===== src/rtl/muldiv_ctrl_if.sv =====
// -----------------------------------------------------------------------------
// muldiv_ctrl_if
//   Handshake bundle between the mul/div sequencer and the multi-cycle
//   mul/div unit.
//   master (sequencer): drives unit_start, unit_func, unit_sign, unit_a,
//                       unit_b, unit_cancel; receives unit_done, unit_hi,
//                       unit_lo.
//   slave  (unit):      the mirror image.
// Parameters: DATA_W operand/result width, FUNC_W func code width.
// -----------------------------------------------------------------------------
interface muldiv_ctrl_if #(
  parameter int unsigned DATA_W = 32,
  parameter int unsigned FUNC_W = 5
);
  logic              unit_start;
  logic [FUNC_W-1:0] unit_func;
  logic              unit_sign;
  logic [DATA_W-1:0] unit_a;
  logic [DATA_W-1:0] unit_b;
  logic              unit_cancel;
  logic              unit_done;
  logic [DATA_W-1:0] unit_hi;
  logic [DATA_W-1:0] unit_lo;

  modport master (
    output unit_start, unit_func, unit_sign, unit_a, unit_b, unit_cancel,
    input  unit_done, unit_hi, unit_lo
  );

  modport slave (
    input  unit_start, unit_func, unit_sign, unit_a, unit_b, unit_cancel,
    output unit_done, unit_hi, unit_lo
  );
endinterface


===== src/rtl/muldiv_ctrl.sv =====
// -----------------------------------------------------------------------------
// muldiv_ctrl
//   Sequencer between the EX-stage ALU and the multi-cycle mul/div unit.
//   Latches a MUL/DIV request, issues a one-cycle start, stalls the pipeline
//   while the unit runs, captures HI/LO and commits them only when the
//   instruction leaves EX unflushed. A start->done timeout aborts a hung unit.
//
// Ports
//   clk, rst_n          clock (rising edge), synchronous active-low reset
//   req_func/sign/a/b   EX-stage request (only FUNC_MUL / FUNC_DIV start work)
//   pipe_adv            EX instruction advances this cycle
//   flush               kill EX instruction
//   unit (master)       start/func/sign/a/b/cancel out, done/hi/lo in
//   stall               hold IF/ID/EX (combinational in the accept cycle)
//   hi_write, lo_write  HI/LO write enables, asserted together for one cycle
//                       in the cycle after the instruction advanced
//   hi_wdata, lo_wdata  committed HI/LO values
//   err_timeout         sticky timeout flag, cleared only by reset
//
// Build option
//   MULDIV_FAST_ZERO_EN : a zero operand completes without the unit, result 0.
//
// Latency: a unit answering L cycles after start (L=1 means done in the
// start cycle) stalls the pipeline for L+1 cycles including the accept cycle.
// -----------------------------------------------------------------------------
module muldiv_ctrl #(
  parameter int unsigned       DATA_W      = 32,
  parameter int unsigned       FUNC_W      = 5,
  parameter logic [FUNC_W-1:0] FUNC_MUL    = FUNC_W'(24),
  parameter logic [FUNC_W-1:0] FUNC_DIV    = FUNC_W'(26),
  parameter int unsigned       TIMEOUT_CYC = 64
) (
  input  logic              clk,
  input  logic              rst_n,
  input  logic [FUNC_W-1:0] req_func,
  input  logic              req_sign,
  input  logic [DATA_W-1:0] req_a,
  input  logic [DATA_W-1:0] req_b,
  input  logic              pipe_adv,
  input  logic              flush,
  muldiv_ctrl_if.master     unit,
  output logic              stall,
  output logic              hi_write,
  output logic              lo_write,
  output logic [DATA_W-1:0] hi_wdata,
  output logic [DATA_W-1:0] lo_wdata,
  output logic              err_timeout
);

  localparam int unsigned CNT_W = $clog2(TIMEOUT_CYC);

  typedef enum logic [1:0] {
    S_IDLE,
    S_BUSY,
    S_DONE
  } state_t;

  state_t            state;
  logic [CNT_W-1:0]  cnt;
  logic [DATA_W-1:0] hi_cap;
  logic [DATA_W-1:0] lo_cap;

  logic is_md;
  logic accept;
  logic timeout;
  logic zero_op;

  // Accept, stall and cancel are combinational so the pipeline freezes and
  // the unit aborts in the very cycle the condition is seen. All three are
  // gated by rst_n so that nothing leaks out while reset is held.
  always_comb begin
    is_md            = (req_func == FUNC_MUL) || (req_func == FUNC_DIV);
    accept           = rst_n && (state == S_IDLE) && is_md && !flush;
    timeout          = (state == S_BUSY) && (cnt == CNT_W'(TIMEOUT_CYC - 1));
    // done beats both flush-cancel and timeout-cancel
    unit.unit_cancel = rst_n && (state == S_BUSY) && !unit.unit_done &&
                       (flush || timeout);
    stall            = accept || (rst_n && (state == S_BUSY));
`ifdef MULDIV_FAST_ZERO_EN
    // Any zero operand yields hi=lo=0 for MUL and DIV alike.
    zero_op          = (req_a == '0) || (req_b == '0);
`else
    zero_op          = 1'b0;
`endif
  end

  always_ff @(posedge clk) begin
    if (!rst_n) begin
      state          <= S_IDLE;
      cnt            <= '0;
      hi_cap         <= '0;
      lo_cap         <= '0;
      unit.unit_start <= 1'b0;
      unit.unit_func <= '0;
      unit.unit_sign <= 1'b0;
      unit.unit_a    <= '0;
      unit.unit_b    <= '0;
      hi_write       <= 1'b0;
      lo_write       <= 1'b0;
      hi_wdata       <= '0;
      lo_wdata       <= '0;
      err_timeout    <= 1'b0;
    end else begin
      unit.unit_start <= 1'b0;
      hi_write        <= 1'b0;
      lo_write        <= 1'b0;
      unique case (state)
        S_IDLE: begin
          if (accept) begin
            unit.unit_func <= req_func;
            unit.unit_sign <= req_sign;
            unit.unit_a    <= req_a;
            unit.unit_b    <= req_b;
            if (zero_op) begin
              hi_cap <= '0;
              lo_cap <= '0;
              state  <= S_DONE;
            end else begin
              unit.unit_start <= 1'b1;
              cnt             <= '0;
              state           <= S_BUSY;
            end
          end
        end
        S_BUSY: begin
          // Priority: flush > done > timeout.
          if (flush) begin
            state <= S_IDLE;
          end else if (unit.unit_done) begin
            hi_cap <= unit.unit_hi;
            lo_cap <= unit.unit_lo;
            state  <= S_DONE;
          end else if (timeout) begin
            hi_cap      <= '0;
            lo_cap      <= '0;
            err_timeout <= 1'b1;
            state       <= S_DONE;
          end else begin
            cnt <= cnt + 1'b1;
          end
        end
        S_DONE: begin
          if (flush) begin
            state <= S_IDLE;
          end else if (pipe_adv) begin
            hi_write <= 1'b1;
            lo_write <= 1'b1;
            hi_wdata <= hi_cap;
            lo_wdata <= lo_cap;
            state    <= S_IDLE;
          end
        end
        default: state <= S_IDLE;
      endcase
    end
  end

endmodule


===== src/flat_wrapper.sv =====
// flat-port wrapper written by rule: the top's interface ports become plain ports
module muldiv_ctrl_flat 
#(
  parameter int unsigned       DATA_W      = 32,
  parameter int unsigned       FUNC_W      = 5,
  parameter logic [FUNC_W-1:0] FUNC_MUL    = FUNC_W'(24),
  parameter logic [FUNC_W-1:0] FUNC_DIV    = FUNC_W'(26),
  parameter int unsigned       TIMEOUT_CYC = 64
)
  (clk, rst_n, req_func, req_sign, req_a, req_b, pipe_adv, flush, stall, hi_write, lo_write, hi_wdata, lo_wdata, err_timeout, unit_unit_start, unit_unit_func, unit_unit_sign, unit_unit_a, unit_unit_b, unit_unit_cancel, unit_unit_done, unit_unit_hi, unit_unit_lo);
  muldiv_ctrl_if #(.DATA_W(DATA_W), .FUNC_W(FUNC_W)) unit_i ();
  input  logic clk;
  input  logic rst_n;
  input  logic [FUNC_W-1:0] req_func;
  input  logic req_sign;
  input  logic [DATA_W-1:0] req_a;
  input  logic [DATA_W-1:0] req_b;
  input  logic pipe_adv;
  input  logic flush;
  output logic stall;
  output logic hi_write;
  output logic lo_write;
  output logic [DATA_W-1:0] hi_wdata;
  output logic [DATA_W-1:0] lo_wdata;
  output logic err_timeout;
  output wire logic [$bits(unit_i.unit_start)-1:0] unit_unit_start;
  output wire logic [$bits(unit_i.unit_func)-1:0] unit_unit_func;
  output wire logic [$bits(unit_i.unit_sign)-1:0] unit_unit_sign;
  output wire logic [$bits(unit_i.unit_a)-1:0] unit_unit_a;
  output wire logic [$bits(unit_i.unit_b)-1:0] unit_unit_b;
  output wire logic [$bits(unit_i.unit_cancel)-1:0] unit_unit_cancel;
  input wire logic [$bits(unit_i.unit_done)-1:0] unit_unit_done;
  input wire logic [$bits(unit_i.unit_hi)-1:0] unit_unit_hi;
  input wire logic [$bits(unit_i.unit_lo)-1:0] unit_unit_lo;
  assign unit_unit_start = unit_i.unit_start;
  assign unit_unit_func = unit_i.unit_func;
  assign unit_unit_sign = unit_i.unit_sign;
  assign unit_unit_a = unit_i.unit_a;
  assign unit_unit_b = unit_i.unit_b;
  assign unit_unit_cancel = unit_i.unit_cancel;
  assign unit_i.unit_done = unit_unit_done;
  assign unit_i.unit_hi = unit_unit_hi;
  assign unit_i.unit_lo = unit_unit_lo;
  muldiv_ctrl #(.DATA_W(DATA_W), .FUNC_W(FUNC_W), .FUNC_MUL(FUNC_MUL), .FUNC_DIV(FUNC_DIV), .TIMEOUT_CYC(TIMEOUT_CYC)) u_core (.clk(clk), .rst_n(rst_n), .req_func(req_func), .req_sign(req_sign), .req_a(req_a), .req_b(req_b), .pipe_adv(pipe_adv), .flush(flush), .unit(unit_i), .stall(stall), .hi_write(hi_write), .lo_write(lo_write), .hi_wdata(hi_wdata), .lo_wdata(lo_wdata), .err_timeout(err_timeout));
endmodule

===== config.mk =====
export PLATFORM = sky130hd
export DESIGN_NAME = muldiv_ctrl_flat
export DESIGN_NICKNAME = d
export VERILOG_FILES = /design/src/rtl/muldiv_ctrl_if.sv /design/src/rtl/muldiv_ctrl.sv /design/src/flat_wrapper.sv
export SDC_FILE = /design/constraint.sdc
export NUM_CORES = 1
export LEC_CHECK = 0
export ABC_AREA = 1
export CAP_MARGIN = 20
export CORE_UTILIZATION = 25
export DETAILED_ROUTE_END_ITERATION = 8
export SYNTH_ARGS = -nofsm -noshare
export SYNTH_HDL_FRONTEND = slang
export SYNTH_SLANG_ARGS = --single-unit

===== constraint.sdc =====
create_clock -name clk -period 2.3 [get_ports clk]
set_clock_uncertainty 0.15 [all_clocks]
set_input_delay 0.345 -clock clk [delete_from_list [all_inputs] [get_ports clk]]
set_output_delay 0.345 -clock clk [all_outputs]
set_load 0.03 [all_outputs]

==> metrics.yaml <==
yosys:
  ys_seq_area_share_pct: 55.2
  synth-edff-count: 0
  synth_area_per_cell_um2: 7.93
  synth_cell_types: 23
  yosys.area.top_type: "dfxtp_1"
  yosys_most_used_dff: "dfxtp_1"
  yosysWarnings: 0
  synth_common_cells: "286 x nor2_1, 209 x dfxtp_1, 133 x nand3_1"
  synth.cell_area_um2: 7580
  yosysMostFrequentCell: "nor2_1"
  syn_inst: 956
  synthesis.nets: 1096
  synthTopCellsByArea: "dfxtp_1 55%, nor2_1 14%, nand3_1 8.8%"
  synth-seq-cells: 209
  yosysTopAreaCellShare_pct: 55.2
  async_flop_share_pct: 0
floorplan:
  start_util_pct: 25.5
  io_pins: 279
  die_width_um: 176
  core-area_um2: 29700
  die_h_um: 176
  die_area_um2: 31000
  fp-row-count: 63
grt:
  grt_usage_pct: 15.2
  overflow: 0
  grt_pass1_wl_um: 38200
  grt_pass1_vias: 7140
  grt_max_degree: 74
  antenna_found_initial: 0
drt:
  num_vias: 7350
  wl_met1_um: 10400
  dr.pass1.iters: 4
  drt_iter0_drc: 390
  routedWlPerCell_um: 15.1
  viasPerCell: 4.53
  drc_errors: 0
  highest_layer: "met4"
  detail-route-antenna-nets: 0
  dr_wl_met2_um: 11000
  met3_length_um: 2760
  wirelength_um: 24500
timing:
  fin_setup_tns_ns: 0
  setup_violations: 0
  fin_crit_ns: 2.19
  rsz0062_at_grt: "false"
  tightest_slew_ns: 0.887
  post-route-period-util_pct: 95.1
  slew_headroom_pct: 40.9
  max_freq_mhz: 457
  final_max_slew_viol_count: 0
  hold_viol: 0
clock_network:
  cts.sinks: 209
  cts_made_buffers: 24
  clock_path_buffers: 3
  cts_htree_levels: 1
  cts_tree: "done"
  clk_pin_slew_ns: 0.06
  cts_hold_buffers: 0
  clock_latency_ns: 0.51
  root_buffer: "clkbuf_16"
finish:
  num_antenna_cells: 0
  area_growth_pct: 53.6
  drive_gt1_share_pct: 7.55
  final_cells: 1621
  fill_cells: 3032
  utilization_pct: 39.2
  nets: 1358
job:
  cap_violations: 0
critical_path:
  cp_data_arrival_time_ns: 1.69
  endpoint_kind: "output pin"
  crit_chain: "ha_4, nand3_4, nor2_4, inv_2, a211oi_4, buf_6"
  crit_type: "reg -> out"
  slowest_delay_ns: 0.36
  path_max_fanout: 3
  startpoint_type: "flop"
  critical-path-slowest-cell: "dfxtp_4"
  crit_required_ns: 1.80
placed_design:
  routabilityCongestion: 0.792
  dpl.hpwl_um: 15900
  dp_cells: 1580
  portBuffers: 278
power_and_ir_drop:
  vdd_ir_drop_max_uv: 439
  powerDensity_nw_per_um2: 668
  p_leak_nw: 4.27
worst_hold_path:
  hp-class: "in -> reg"
outcome:
  status: "complete, no violations"
-- state kept, by name (all words and copies together) (netlist names) --
register                count
u_core.lo_wdata            32
u_core.hi_write             1
u_core.hi_cap              32
u_core.unit.unit_b         32
u_core.hi_wdata            32
u_core.err_timeout          1
u_core.unit.unit_a         32
u_core.lo_cap              32
u_core.unit.unit_start      1
u_core.unit.unit_func       5
u_core.unit.unit_sign       1
u_core.state                2
u_core.cnt                  6
-- power by group --
| group | leakage [nW] | internal (mW) | total (mW) | switching [mW] |
|---|---|---|---|---|
| clock | 0.369 | 2.17 | 3.66 | 1.48 |
| combinational | 2.22 | 0.270 | 0.478 | 0.208 |
| sequential | 1.69 | 3.64 | 3.65 | 0.00928 |
-- cell type report --
class	count	area, um2	area share [%]
Tap cell	390	488	4.19
Clock buffer	33	686	5.88
Sequential cell	209	4190	36.0
Clock inverter	6	58.8	0.505
Inverter	13	48.8	0.419
Multi-Input combinational cell	656	2990	25.6
Timing Repair Buffer	314	3190	27.4
-- cells by family (layout without fill, tap and decap cells) --
logic type | after synthesis | after routing | synth area share, %
simple gates | 450 | 450 | 24.9
flops | 209 | 209 | 55.2
compound gates | 203 | 203 | 13.5
buf+inv | 91 | 366 | 6.07
xor+xnor | 2 | 2 | 0.231
fa+ha+maj | 1 | 1 | 0.165
-- what timing repair did --
item	CTS	global route
endpoints found under the setup margin	1	1
pin swaps	3	3
gates resized for setup	10	2
buffers inserted	2	0
-- worst max-delay path: cells and delay by family (launching register included) --
kind	cells	cell delay [ns]
AO/OA/AOI/OAI	1	0.23
AND/OR/NAND/NOR	2	0.20
flip-flops	1	0.36
adder cells (fa/ha/maj)	1	0.16
buffers and inverters	2	0.23
-- cell usage in the layout, fill, tap and decap left out, drive strengths merged, types with 2 or more instances in the layout --
master,netlist,layout
a21oi,69,69
buf,47,40
clkbuf,31,33
clkdlybuf4s50,0,274
clkinv,1,6
dfxtp,209,209
inv,12,12
nand2,25,25
nand3,133,133
nor2,290,290
o21ai,132,132
xor2,2,2
-- path summary, 6_finish.rpt --
path	start	end	slack, ns	cells after the start
worst min-delay path	unit_unit_done	u_core.err_timeout	0.22	6
worst max-delay path	u_core.cnt[0]	unit_unit_cancel	0.11	6
worst max register to register	u_core.state[0]	u_core.unit.unit_b[28]	0.64	7
worst min register to register	u_core.unit.unit_func[0]	u_core.unit.unit_func[0]	0.29	2
-- routing by layer --
| metal | vias up | global-route usage [%] |
|---|---|---|
| li1 | 3681 | - |
| met1 | 3370 | 18.7 |
| met2 | 278 | 24.8 |
| met3 | 21 | 6.16 |
| met4 | 0 | 3.22 |
| met5 | - | 0 |
-- metrics by stage --
step           total power [mW]  worst slack [ns]  cell area (um2)  hold slack (ns)
5_1_grt                    8.10           0.00808            11700            0.228
3_5_place_dp               4.21             0.169            10800            0.275
4_1_cts                    7.92           0.00360            11600            0.185
2_1_floorplan              3.87             0.158             7580            0.304
3_3_place_gp               4.21             0.179            10800            0.271
6_report                   7.78             0.112            11700            0.219
(Power assumes the default switching activity.)
